===== src/rtl/ballot_input_controller.sv =====
// Ballot input front end: synchronizes and debounces two candidate buttons,
// arms on an officer strobe and emits a single registered vote or reject pulse per ballot.
module ballot_input_controller #(
  parameter int unsigned DEBOUNCE_CYCLES = 4
) (
  input  logic clk,
  input  logic reset,
  input  logic btn_a,
  input  logic btn_b,
  input  logic ballot_en,
  output logic vote_a,
  output logic vote_b,
  output logic ballot_ready,
  output logic reject
);

  localparam int unsigned CNT_W = 4;
  localparam logic [CNT_W-1:0] CNT_LAST = CNT_W'(DEBOUNCE_CYCLES - 1);

  typedef enum logic [2:0] {
    IDLE,
    ARMED,
    CAST_A,
    CAST_B,
    WAIT_REL_DONE,
    WAIT_REL_REJ
  } state_t;

  state_t state, state_nxt;

  // Bit 0 is candidate A, bit 1 is candidate B throughout.
  logic [1:0] sync_q1, sync_q2;
  logic [1:0] deb, deb_d, press;
  logic       vote_a_nxt, vote_b_nxt, reject_nxt, ready_nxt;

  // Two-flop synchronizer ahead of all other button logic.
  always_ff @(posedge clk or negedge reset) begin
    if (!reset) begin
      sync_q1 <= '0;
      sync_q2 <= '0;
    end else begin
      sync_q1 <= {btn_b, btn_a};
      sync_q2 <= sync_q1;
    end
  end

  // Debounced level flips only after DEBOUNCE_CYCLES consecutive disagreeing samples.
  for (genvar i = 0; i < 2; i++) begin : g_deb
    logic [CNT_W-1:0] cnt;
    logic             level;

    always_ff @(posedge clk or negedge reset) begin
      if (!reset) begin
        cnt   <= '0;
        level <= 1'b0;
      end else if (sync_q2[i] != level) begin
        if (cnt == CNT_LAST) begin
          cnt   <= '0;
          level <= ~level;
        end else begin
          cnt <= cnt + 1'b1;
        end
      end else begin
        cnt <= '0;
      end
    end

    assign deb[i] = level;
  end

  always_ff @(posedge clk or negedge reset) begin
    if (!reset) deb_d <= '0;
    else        deb_d <= deb;
  end

  // Only rising debounced edges count as presses, so a held button never casts.
  assign press = deb & ~deb_d;

  always_ff @(posedge clk or negedge reset) begin
    if (!reset) state <= IDLE;
    else        state <= state_nxt;
  end

  always_comb begin
    state_nxt = state;
    case (state)
      IDLE: begin
        if (ballot_en) state_nxt = ARMED;
      end
      ARMED: begin
        if (press[0] && !deb[1])      state_nxt = CAST_A;
        else if (press[1] && !deb[0]) state_nxt = CAST_B;
        else if (|press)              state_nxt = WAIT_REL_REJ;
      end
      CAST_A, CAST_B: state_nxt = WAIT_REL_DONE;
      WAIT_REL_DONE: begin
        if (deb == 2'b00) state_nxt = IDLE;
      end
      WAIT_REL_REJ: begin
        if (deb == 2'b00) state_nxt = ARMED;
      end
      default: state_nxt = IDLE;
    endcase

    vote_a_nxt = (state_nxt == CAST_A);
    vote_b_nxt = (state_nxt == CAST_B);
    reject_nxt = (state == ARMED) && (state_nxt == WAIT_REL_REJ);
    ready_nxt  = (state_nxt == ARMED);
  end

  // Outputs registered from the next-state decode so they align with the state they describe.
  always_ff @(posedge clk or negedge reset) begin
    if (!reset) begin
      vote_a       <= 1'b0;
      vote_b       <= 1'b0;
      reject       <= 1'b0;
      ballot_ready <= 1'b0;
    end else begin
      vote_a       <= vote_a_nxt;
      vote_b       <= vote_b_nxt;
      reject       <= reject_nxt;
      ballot_ready <= ready_nxt;
    end
  end

endmodule


===== config.mk =====
export PLATFORM = sky130hd
export DESIGN_NAME = ballot_input_controller
export DESIGN_NICKNAME = d
export VERILOG_FILES = /design/src/rtl/ballot_input_controller.sv
export SDC_FILE = /design/constraint.sdc
export NUM_CORES = 1
export LEC_CHECK = 0
export CORE_MARGIN = 10
export CORE_UTILIZATION = 40
export DETAILED_ROUTE_END_ITERATION = 7
export PLACE_DENSITY = 0.67
export SLEW_MARGIN = 10
export SYNTH_ARGS = -nofsm -noshare
export SYNTH_HDL_FRONTEND = slang
export SYNTH_SLANG_ARGS = --single-unit
export TNS_END_PERCENT = 100

===== constraint.sdc =====
create_clock -name clk -period 1.7 [get_ports clk]
set_clock_uncertainty 0.05 [all_clocks]
set_input_delay 0.51 -clock clk [delete_from_list [all_inputs] [get_ports clk]]
set_output_delay 0.51 -clock clk [all_outputs]
set_load 0.1 [all_outputs]

Yosys cells after proc, flatten, opt, wreduce, memory -nomap -nowiden. Index checks and enable logic that the tools add are counted.

Bits in writable memories: 0. Bits in latches: 0. Output and inout bits: 4. Input port bits: 5. Register bits after elaboration: 23. Word-level logic and storage cells: 53. Bits in read-only memories: 0. Memories kept: 0.

Bitwise operators: 4. Eq/ne operators: 13. Add/subtract/negate cells: 2. $mul: 0. Divide/modulo/power cells: 0. Reductions and logical operators: 11. Muxes and demuxes: 11. Order comparisons: 0. Shifts and indexed selects: 0.

Operator list (count): two-way mux 3 bit (6); two-way mux 4 bit (4); case mux 3 bit (5 select lines) (1); == test 3 x 2 -> 1 bit (second input constant) (4); == test 3 bit (second input constant) (3); adder 4 x 1 -> 4 bit (second input constant) (2); == test 4 x 2 -> 1 bit (second input constant) (2); == test 3 x 1 -> 1 bit (second input constant) (2); AND reduction 2 bit (2); OR reduction 2 bit (2); logical AND 1 bit (3); logical NOT 3 bit (1); bitwise AND 2 bit (1); logical NOT 1 bit (2); logical NOT 2 bit (1); != test 1 bit (2); inverter 1 bit (2); inverter 2 bit (1).

Logic depth before layout (Yosys ltp).
Word-level depth: 9. Mapped depth: 4. Gate-level depth less buffers: 4.

Worst setup path after synthesis. Ideal clock, no wire load.

Kind: register -> output. From: register ballot_ready. To: output port ballot_ready. Setup slack: 0.257 ns. Data arrival time: 0.883 ns. Cell stages (with the launch flop): 1. Path buffers: 0. Required time: 1.140 ns. Cells stage by stage: dfrtp_1.

RTL lines: start: declaration (line 13) `output logic ballot_ready,`; start signal: assignment (line 122) `ballot_ready <= ready_nxt;`.

No word-level cell between the ends.

Worst setup path in the final report.
From: register state[2]. To: register state[1].

Cells in the longest elaborated chain, start to end: 3. Elaborated cells on any way between the ends: 8. Classes of those cells: eq/ne (5); mux (1); reduce/logical (2).

Ends and longest elaborated chain: start: declaration (line 29) `state_t state, state_nxt;`; start signal: assignment (line 81) `else state <= state_nxt;`; == test 3 x 2 -> 1 bit (line 86) `case (state)`; OR reduction 2 bit (line 86); case mux 3 bit (5 select lines) (*) (line 86); via state_nxt[1] (line 29).

Mark *: on every way through the listed nets, which the timed path passes. The rest lies on a longest branch. A chain may end at the register's enable or synchronous reset.

==> impl_metrics.py <==
metrics = {
    "sta": {
        "setup_viol": 0,
        "fin_crit_ns": 1.467,
        "relSlewSlack_pct": 75.64,
        "slew_violations": 0,
        "fin_crit_sh_pct": 86.29,
        "hold_slack_ns": 0.3109,
        "fin_setup_tns_ns": 0,
        "hold_viol_final": 0,
        "max_freq_mhz": 681.7,
        "rsz0062_at_grt": "no",
        "fin_ws_ns": 0.2330,
        "tightest_slew_ns": 0.3628,
    },
    "placed_design": {
        "place.gp.congestion": 0.7177,
        "place_area_um2": 1037,
        "dp_hpwl_um": 918.9,
        "io_buffers": 8,
        "dp_slack_ns": 0.2313,
        "dpl.cell_count": 101,
    },
    "worst_setup_path": {
        "worstPathRequired_ns": 1.89,
        "r2r_end": "state[1]$_DFF_PN0_",
        "crit_fanout": 5,
        "crit_slowest_cell": "or4b_1",
        "worstReg2RegStart": "state[2]$_DFF_PN0_",
        "reg2reg_slack_ns": 0.23,
        "slowest_delay_ns": 0.53,
        "startpoint_type": "flop",
        "cp.arrival_ns": 1.65,
        "end_kind": "flop",
        "worst-setup-path-type": "flop to flop",
        "cp_top_family": "simple AND/OR/NAND/NOR gates",
        "crit_chain": "or4b_1 -> nor3b_2 -> o21bai_1",
        "crit_buf_inv": 0,
        "reg2regPathDepth": 3,
    },
    "drt": {
        "drtAntennaViolNets": 0,
        "num_vias": 476,
        "firstDrtPassIters": 3,
        "totalWireLength_um": 1228,
        "wire_per_inst_um": 11.70,
        "avgViaCountPerCell": 4.533,
        "first_iter_violations": 23,
        "drc": 0,
    },
    "logic_synthesis": {
        "ys_types": 22,
        "synth_fp_nets": 71,
        "yosys_warnings": 0,
        "syn_inst": 64,
        "synth_seq_area_share_pct": 66.28,
        "netlist_area_um2": 868.3,
        "syn_area_per_cell_um2": 13.57,
        "ys_seq_elements": 23,
    },
    "pwr": {
        "p_switching_mw": 0.7220,
        "clockPowerShare_pct": 13.0,
        "power.density_nw_per_um2": 1731,
        "p_leak_nw": 0.4674,
        "pwr-share-seq_pct": 46.0,
        "switching_share_pct": 39.16,
        "ir_drop_uv": 1168,
        "combPwrFrac_pct": 41.0,
        "cellInternalPower_mw": 1.121,
    },
    "die": {
        "core_um2": 2022,
        "io_pins": 9,
        "num_rows": 16,
        "fp.dieW_um": 66.59,
        "chipHeight_um": 66.59,
        "dieArea_um2": 4434,
        "start_util_pct": 42.95,
    },
    "hold_path": {
        "min_path_cells": 0,
        "worstHoldStart": "sync_q1[1]$_DFF_PN0_",
        "holdPathEnd": "sync_q2[1]$_DFF_PN0_",
        "holdCritPathClass": "flop to flop",
    },
    "cells_and_area": {
        "fin_nets": 86,
        "num-fill-cells": 178,
        "syn_to_final_growth_pct": 22.62,
        "antenna_cells": 0,
        "drive_above_1_share_pct": 19.23,
        "final_area_um2": 1065,
        "final_cell_mix": "dfrtp_1, nor2_1, nor3_1, clkdlybuf4s50_1, buf_12",
        "fin_cells": 105,
        "layout_commonest_cell": "dfrtp_1",
    },
    "clock_tree": {
        "clkTransAtPathRegs_ns": 0.12,
        "cts_root_buf": "clkbuf_4",
        "cts_resized": 0,
        "post_cts_buffers": 0,
        "cts_tree": "yes",
        "htreeDepth": 1,
        "cts_hold_buf": 0,
        "numCtsBuffers": 3,
        "cts.sinks": 23,
        "clk_latency_ns": 0.30,
        "cts_buffer_depth": 2,
    },
    "global_routing": {
        "use_met2_pct": 10.19,
        "busiest_layer": "met2",
        "overflow": 0,
        "grt_pass1_vias": 533,
        "grt_max_degree": 24,
        "grt_pass1_wl_um": 2366,
        "grt_use_met3_pct": 2.174,
        "grt_use_met1_pct": 8.415,
        "antenna_found_initial": 0,
        "grt_usage_pct": 6.938,
    },
    "flow_run": {
        "drv_cap": 0,
    },
    "run_status": {
        "status": "finished clean",
    },
}
==> worst max path at each step <==
stage	from	to	slack, ns	cells after the start
after floorplan	ballot_ready$_DFF_PN0_	ballot_ready	0.26	0
after global placement	ballot_en	ballot_ready$_DFF_PN0_	0.26	4
after detailed placement	ballot_en	ballot_ready$_DFF_PN0_	0.23	4
after CTS	state[2]$_DFF_PN0_	state[1]$_DFF_PN0_	0.22	3
after global routing	state[2]$_DFF_PN0_	state[1]$_DFF_PN0_	0.15	3
final	state[2]$_DFF_PN0_	state[1]$_DFF_PN0_	0.23	3
==> power groups by stage <==
stage	clock, mW	combinational, mW	sequential [mW]
after floorplan	0	0.288	1.05
after global placement	0	0.753	0.856
after detailed placement	0	0.762	0.857
after CTS	0.255	0.765	0.849
after global routing	0.284	0.822	0.873
final	0.240	0.756	0.847
==> Yosys cell counts (all sizes together) <==
cell    instances  share of area (%)
a21bo           1                1.2
a21oi           1               0.58
dfrtp          23                 66
ha              2                2.9
mux2            3                3.9
nand2           1               0.43
nand2b          2                1.4
nand3           2                1.2
nand3b          2                1.7
nor2            6                2.6
nor2b           3                2.2
nor3            4                2.3
nor3b           3                3.2
nor4            1               0.72
o21bai          2                1.7
o221ai          1                1.0
or2b            1               0.86
or3             1               0.72
or4b            1                1.2
xnor2           2                2.0
xor2            2                2.0
==> layout make-up <==
type | count | area [um2] | share of cell area (%)
Clock buffer | 3 | 22.52 | 2.115
Clock inverter | 1 | 5.005 | 0.4700
Multi-Input combinational cell | 41 | 292.8 | 27.50
Sequential cell | 23 | 575.6 | 54.05
Tap cell | 27 | 33.78 | 3.173
Timing Repair Buffer | 10 | 135.1 | 12.69
==> cells by family (layout without fill, tap and decap cells) <==
group	after synthesis	after routing	synth area share [%]
xor+xnor	4	4	4.035
buf+inv	0	14	0
simple gates	27	27	18.44
compound gates	5	5	4.466
flops	23	23	66.28
mux	3	3	3.890
fa+ha+maj	2	2	2.881
==> sequential cells by signal, summed over array words and instances (netlist names) <==
signal,flops
ballot_ready,1
deb_d,2
g_deb.cnt,8
g_deb.level,2
reject,1
state,3
sync_q1,2
sync_q2,2
vote_a,1
vote_b,1
==> metal layers <==
metal  share of wire (%)  vias up
li1                    -      251
met1                  49      218
met2                  47        5
met3                 2.7        2
met4                 1.1        0
met5                   0        -
==> through the flow <==
step                      total power, mW  util (%)
after floorplan                     1.340         -
after global placement              1.608     51.30
after detailed placement            1.619     51.30
after CTS                           1.869     52.66
after global routing                1.978     52.66
final                               1.843     52.66
Power figures use the tool's default switching activity.
